==> src/rtl/fsm_inspeccion_param_if.sv <==
// rtl/fsm_inspeccion_param_if.sv - sensor/actuator bundle for the inspection-line controller
interface fsm_inspeccion_param_if #(
  parameter int CNT_W = 8
);
  logic             P;
  logic             ri_valid;
  logic             RI;
  logic             ack;
  logic             clr_alarm;
  logic [1:0]       E;
  logic [1:0]       Y;
  logic [CNT_W-1:0] pass_cnt;
  logic [CNT_W-1:0] fail_cnt;
  logic             alarm;

  // Sensor/actuator side: drives product, verdict, ack and alarm clear
  modport master (
    output P, ri_valid, RI, ack, clr_alarm,
    input  E, Y, pass_cnt, fail_cnt, alarm
  );

  // Controller side
  modport slave (
    input  P, ri_valid, RI, ack, clr_alarm,
    output E, Y, pass_cnt, fail_cnt, alarm
  );
endinterface

==> src/rtl/fsm_inspeccion_param.sv <==
// rtl/fsm_inspeccion_param.sv - inspection FSM with retries, ack handshake, counters, alarm; optional watchdog via INSPECT_TIMEOUT_EN
module fsm_inspeccion_param #(
  parameter int CNT_W          = 8,
  parameter int MAX_RETRY      = 2,
  parameter int ALARM_THRESH   = 3,
  parameter int TIMEOUT_CYCLES = 16
) (
  input logic clk,
  input logic reset,
  fsm_inspeccion_param_if.slave bus
);

  // State encoding doubles as the E status code
  typedef enum logic [1:0] {
    S_IDLE    = 2'b00,
    S_INSPECT = 2'b01,
    S_PASS    = 2'b10,
    S_FAIL    = 2'b11
  } state_t;

  localparam int RW = (MAX_RETRY > 0) ? $clog2(MAX_RETRY + 1) : 1;
  localparam int AW = $clog2(ALARM_THRESH + 1);
  localparam logic [RW-1:0]    RETRY_MAX = RW'(MAX_RETRY);
  localparam logic [AW-1:0]    THRESH    = AW'(ALARM_THRESH);
  localparam logic [CNT_W-1:0] CNT_MAX   = '1;

  state_t           state_q, state_d;
  logic [RW-1:0]    retry_q, retry_d;
  logic [AW-1:0]    consec_q, consec_d;
  logic [CNT_W-1:0] pass_cnt_q, pass_cnt_d;
  logic [CNT_W-1:0] fail_cnt_q, fail_cnt_d;
  logic             alarm_q, alarm_d;

  // clr_alarm takes effect before a same-cycle reject is counted
  logic [AW-1:0] consec_base;
  logic          alarm_base;
  logic [AW-1:0] consec_inc;

`ifdef INSPECT_TIMEOUT_EN
  localparam int WW = $clog2(TIMEOUT_CYCLES + 1);
  localparam logic [WW-1:0] WDOG_LAST = WW'(TIMEOUT_CYCLES - 1);
  logic [WW-1:0] wdog_q, wdog_d;
`else
  logic [31:0] unused_timeout_cfg;
  assign unused_timeout_cfg = TIMEOUT_CYCLES;
`endif

  // State register and all datapath flops
  always_ff @(posedge clk or posedge reset) begin
    if (reset) begin
      state_q    <= S_IDLE;
      retry_q    <= '0;
      consec_q   <= '0;
      pass_cnt_q <= '0;
      fail_cnt_q <= '0;
      alarm_q    <= 1'b0;
`ifdef INSPECT_TIMEOUT_EN
      wdog_q     <= '0;
`endif
    end else begin
      state_q    <= state_d;
      retry_q    <= retry_d;
      consec_q   <= consec_d;
      pass_cnt_q <= pass_cnt_d;
      fail_cnt_q <= fail_cnt_d;
      alarm_q    <= alarm_d;
`ifdef INSPECT_TIMEOUT_EN
      wdog_q     <= wdog_d;
`endif
    end
  end

  // Next-state and counter/alarm update rules
  always_comb begin
    state_d     = state_q;
    retry_d     = retry_q;
    pass_cnt_d  = pass_cnt_q;
    fail_cnt_d  = fail_cnt_q;
    consec_base = bus.clr_alarm ? '0 : consec_q;
    alarm_base  = bus.clr_alarm ? 1'b0 : alarm_q;
    consec_inc  = (consec_base >= THRESH) ? THRESH : consec_base + 1'b1;
    consec_d    = consec_base;
    alarm_d     = alarm_base;
`ifdef INSPECT_TIMEOUT_EN
    wdog_d      = wdog_q;
`endif
    case (state_q)
      S_IDLE: begin
        if (bus.P && !alarm_q) begin
          state_d = S_INSPECT;
          retry_d = '0;
`ifdef INSPECT_TIMEOUT_EN
          wdog_d  = '0;
`endif
        end
      end
      S_INSPECT: begin
        if (!bus.P) begin
          state_d = S_IDLE;
        end else if (bus.ri_valid) begin
`ifdef INSPECT_TIMEOUT_EN
          wdog_d = '0;
`endif
          if (bus.RI) begin
            state_d = S_PASS;
          end else if (retry_q < RETRY_MAX) begin
            retry_d = retry_q + 1'b1;
          end else begin
            state_d = S_FAIL;
          end
        end else begin
`ifdef INSPECT_TIMEOUT_EN
          if (wdog_q >= WDOG_LAST) begin
            state_d = S_FAIL;
          end else begin
            wdog_d = wdog_q + 1'b1;
          end
`endif
        end
      end
      S_PASS: begin
        if (bus.ack) begin
          state_d    = S_IDLE;
          pass_cnt_d = (pass_cnt_q == CNT_MAX) ? CNT_MAX : pass_cnt_q + 1'b1;
          consec_d   = '0;
        end
      end
      S_FAIL: begin
        if (bus.ack) begin
          state_d    = S_IDLE;
          fail_cnt_d = (fail_cnt_q == CNT_MAX) ? CNT_MAX : fail_cnt_q + 1'b1;
          consec_d   = consec_inc;
          alarm_d    = alarm_base | (consec_inc >= THRESH);
        end
      end
      default: state_d = S_IDLE;
    endcase
  end

  // Moore status from state; Mealy routing command from state, ack, P and alarm
  always_comb begin
    bus.E = state_q;
    bus.Y = 2'b00;
    case (state_q)
      S_IDLE:  if (bus.P && alarm_q) bus.Y = 2'b11;
      S_PASS:  if (!bus.ack) bus.Y = 2'b01;
      S_FAIL:  if (!bus.ack) bus.Y = 2'b10;
      default: bus.Y = 2'b00;
    endcase
    bus.pass_cnt = pass_cnt_q;
    bus.fail_cnt = fail_cnt_q;
    bus.alarm    = alarm_q;
  end

endmodule

==> src/flat_wrapper.sv <==
// flat-port wrapper written by rule: the top's interface ports become plain ports
module fsm_inspeccion_param_flat 
#(
  parameter int CNT_W          = 8,
  parameter int MAX_RETRY      = 2,
  parameter int ALARM_THRESH   = 3,
  parameter int TIMEOUT_CYCLES = 16
)
  (clk, reset, bus_P, bus_ri_valid, bus_RI, bus_ack, bus_clr_alarm, bus_E, bus_Y, bus_pass_cnt, bus_fail_cnt, bus_alarm);
  fsm_inspeccion_param_if #(.CNT_W(CNT_W)) bus_i ();
  input logic clk;
  input logic reset;
  input wire logic [$bits(bus_i.P)-1:0] bus_P;
  input wire logic [$bits(bus_i.ri_valid)-1:0] bus_ri_valid;
  input wire logic [$bits(bus_i.RI)-1:0] bus_RI;
  input wire logic [$bits(bus_i.ack)-1:0] bus_ack;
  input wire logic [$bits(bus_i.clr_alarm)-1:0] bus_clr_alarm;
  output wire logic [$bits(bus_i.E)-1:0] bus_E;
  output wire logic [$bits(bus_i.Y)-1:0] bus_Y;
  output wire logic [$bits(bus_i.pass_cnt)-1:0] bus_pass_cnt;
  output wire logic [$bits(bus_i.fail_cnt)-1:0] bus_fail_cnt;
  output wire logic [$bits(bus_i.alarm)-1:0] bus_alarm;
  assign bus_i.P = bus_P;
  assign bus_i.ri_valid = bus_ri_valid;
  assign bus_i.RI = bus_RI;
  assign bus_i.ack = bus_ack;
  assign bus_i.clr_alarm = bus_clr_alarm;
  assign bus_E = bus_i.E;
  assign bus_Y = bus_i.Y;
  assign bus_pass_cnt = bus_i.pass_cnt;
  assign bus_fail_cnt = bus_i.fail_cnt;
  assign bus_alarm = bus_i.alarm;
  fsm_inspeccion_param #(.CNT_W(CNT_W), .MAX_RETRY(MAX_RETRY), .ALARM_THRESH(ALARM_THRESH), .TIMEOUT_CYCLES(TIMEOUT_CYCLES)) u_core (.clk(clk), .reset(reset), .bus(bus_i));
endmodule
==> config.mk <==
export PLATFORM = sky130hd
export DESIGN_NAME = fsm_inspeccion_param_flat
export DESIGN_NICKNAME = d
export VERILOG_FILES = /design/src/rtl/fsm_inspeccion_param_if.sv /design/src/rtl/fsm_inspeccion_param.sv /design/src/flat_wrapper.sv
export SDC_FILE = /design/constraint.sdc
export NUM_CORES = 1
export LEC_CHECK = 0
export ABC_AREA = 1
export BUFFER_PORTS_ARGS = -buffer_cell sky130_fd_sc_hd__buf_2
export CORE_MARGIN = 2
export CORE_UTILIZATION = 25
export CTS_BUF_LIST = sky130_fd_sc_hd__clkbuf_16
export DETAILED_ROUTE_END_ITERATION = 16
export GPL_TIMING_DRIVEN = 1
export PLACE_DENSITY_LB_ADDON = 0.15
export SYNTH_ARGS = -nofsm -noshare
export SYNTH_HDL_FRONTEND = slang
export SYNTH_SLANG_ARGS = --single-unit
==> constraint.sdc <==
create_clock -name clk -period 1.5 [get_ports clk]
set_input_delay 0.3 -clock clk [delete_from_list [all_inputs] [get_ports clk]]
set_output_delay 0.3 -clock clk [all_outputs]
set_load 0.05 [all_outputs]
==> summary.md <==
| Metric | Value |
|---|---|
| Status | `complete, no violations` |
| Clk_lat worst skew | `0.26 ns` |
| Worst clock skew | `0.00112 ns` |
| Crit-path cells | `nor2_4 > nand3_4 > o21ai_4 > buf_6` |
| RSZ-0062 raised after global routing | `yes` |
| Via count | `1239` |
| Total CTS buffers | `3` |
| Remaining Overflow, GRT | `0` |
| Max_cap viols | `0` |
| First-pass iteration count of the detailed router | `4` |
| CP required | `1.20 ns` |
| Root Driver | `clkbuf_16` |
| Slowest library cell on the worst path | `dfrtp_2` |
| Hold Path Class | `in2async` |
| All-Layer GR Usage | `11.7%` |
| Sequential area share after synthesis | `45.5%` |
| Hold slack | `0.0757 ns` |
| Max transition margin | `78.3%` |
| Tcrit/Tclk final | `99.6%` |
| Initial Util | `26.4%` |
| CP Launch Point | `u_core.bus.E[1]` |
| Power per cell area | `1610 mW/mm^2` |
| H-tree depth | `1` |
| Vias in the first global route | `roughly 1100` |
| DR WL/cell | `10.9 um` |
| Static leakage | `0.894 nW` |
| WS Path Type | `reg2out` |
| Max IR drop VDD | `0.863 mV` |
| Clock Tree Buf Depth | `2` |
| Post-layout utilization of the core | `36.3%` |
| RR Startpoint | `u_core.bus.E[1]` |
| Largest net degree at the start of global routing | `24` |
| I/O pin total | `28` |
| Crit. End Element | `primary output` |
| Layout cells sized above 1 | `just over 30%` |
| Cts hold-fix bufs | `0` |
| Initial antenna violation count | `0` |
| Placed cell areas | `roughly 0.0016 mm^2` |
| DRT iter0 DRCs | `35` |
| Setup crit start kind | `flip-flop` |
| Final wirelength | `3.03 mm` |
| Port Buffer Count | `27` |
| Final Critical Period | `between 1 and 1.5 ns` |
| CTS tree | `done` |
| Synth unique cells | `23` |
| Final Wtd Congestion | `roughly 0.84` |
| Final Hold Vio Count | `0` |
| DRC | `0` |
| Die area | `0.00564 mm^2` |
| Post-Syn Nets | `176` |
| Die height | `75.1 um` |
| Cell Area, Synth | `0.00126 mm^2` |
| Nets | `221` |
| Worst Path Max Fanout | `5` |
| Family with the most delay on the worst path | `flip-flops` |
| Cells after synthesis | `167` |
| CP arrival | `1.19 ns` |
| Buf/Inv on CP | `1` |
| First-pass GRT wire length | `5.13 mm` |
| Routed Antenna Nets | `0` |
| Sink Count | `23` |
| Most common cell after layout, fill and taps aside | `nand2_1` |
| Area delta synth->final | `37.4%` |
| Synth Register Bits | `23` |
| Filler cells | `517` |
| Core Rows | `25` |
| CP peak stage delay | `between 0.4 and 0.5 ns` |
| Leading cell types in the layout, fill and taps excluded | `nand2_1 (45), nand3_1 (26), buf_2 (25)` |
| Maximum clock rate | `670 MHz` |
| Clock slew at reported path FFs | `0.06 ns` |
| Antenna Cells | `0` |
| Vias/cell | `4.46` |
| Final Cell Area | `0.00174 mm^2` |
| Die width | `75.1 um` |
| Worst Tran Pin Value | `0.325 ns` |
| Max-slew violation count | `0` |
| Final setup viols | `0` |
| Synth warnings | `0` |
| Core Footprint | `0.00479 mm^2` |
| Post-DP HPWL | `between 2 and 2.5 mm` |
| Syn avg cell area | `7.57 um^2` |
-- where the power goes --
part	internal, mW	switching [mW]	leakage [nW]	total (mW)
clock network	0.356	0.229	0.0423	0.585
registers	0.760	0.158	0.296	0.918
logic	0.448	0.849	0.556	1.30
-- tightest hold or removal path, cell delays in order --
cell and delay (ns):
buf_2 0.09, inv_1 0.04, buf_4 0.30
-- logic make-up after synthesis --
kind of cell,share of synthesized area [%]
AND/OR/NAND/NOR,38.4
buffers and inverters,6.92
XOR/XNOR,0.693
adder cells (fa/ha/maj),1.98
AO/OA/AOI/OAI,6.53
flip-flops,45.5
-- metrics by stage --
stage	total power [mW]	instances	setup WS (ns)	TNS [ns]
floorplan	1.76	167	0.0168	0
global placement	2.02	265	0.0875	0
detailed placement	2.02	265	0.0822	0
CTS	2.76	275	-0.000519	-0.000519
global route	2.99	278	-0.0430	-0.0726
finish	2.80	278	0.00638	0
-- layout make-up --
class,count,area (um^2),share of cell area (%)
tap,67,83.8,4.82
multi-input combinational,121,657,37.8
timing repair buffer,41,253,14.5
clock buffer,3,75.1,4.32
inverter,22,82.6,4.75
clock inverter,1,3.75,0.216
sequential,23,583,33.5
-- synth_stat cells (all sizes together) --
cell    instances  area, um^2
a21oi           4        20.0
and3            1        6.26
buf             1        5.00
dfrtp          23         576
ha              2        25.0
inv            22        82.6
nand2          46         175
nand3          29         155
nand3b          2        15.0
nand4           6        50.0
nor2           14        62.6
nor3            3        15.0
o21ai          11        55.1
o21bai          1        7.51
or2             1        6.26
xor2            1        8.76
-- metal layers --
metal	global-route usage, %	wire length (um)
met1	16.1	1500
met2	18.8	1380
met3	2.95	124
met4	2.53	23
met5	0	0
-- registers in the layout, summed over array words and instances, names as in the netlist --
| name | cells |
|---|---|
| u_core.bus.E | 2 |
| u_core.bus.alarm | 1 |
| u_core.bus.fail_cnt | 8 |
| u_core.bus.pass_cnt | 8 |
| u_core.consec_q | 2 |
| u_core.retry_q | 2 |
-- timing repair --
item                                    CTS  global route
pin swaps                                 2             2
endpoints found under the setup margin    2             3
endpoints found under the hold margin     0             0
buffers inserted                          6             3
gates resized for setup                   9             2
-- path summary, 6_finish.rpt --
kind                                     endpoint  slack, ns  cells past startpoint
setup / recovery                         bus_Y[0]      0.006                      4
hold / removal             u_core.bus.fail_cnt[6]       0.08                      3
setup reg to reg           u_core.bus.fail_cnt[5]       0.15                      6
hold reg to reg            u_core.bus.pass_cnt[6]       0.50                      2
max in group asynchronous         u_core.bus.E[1]       1.15                      3
min in group clk                 u_core.bus.alarm       0.22                      2
Note: power is estimated with default switching activity, not from simulation.
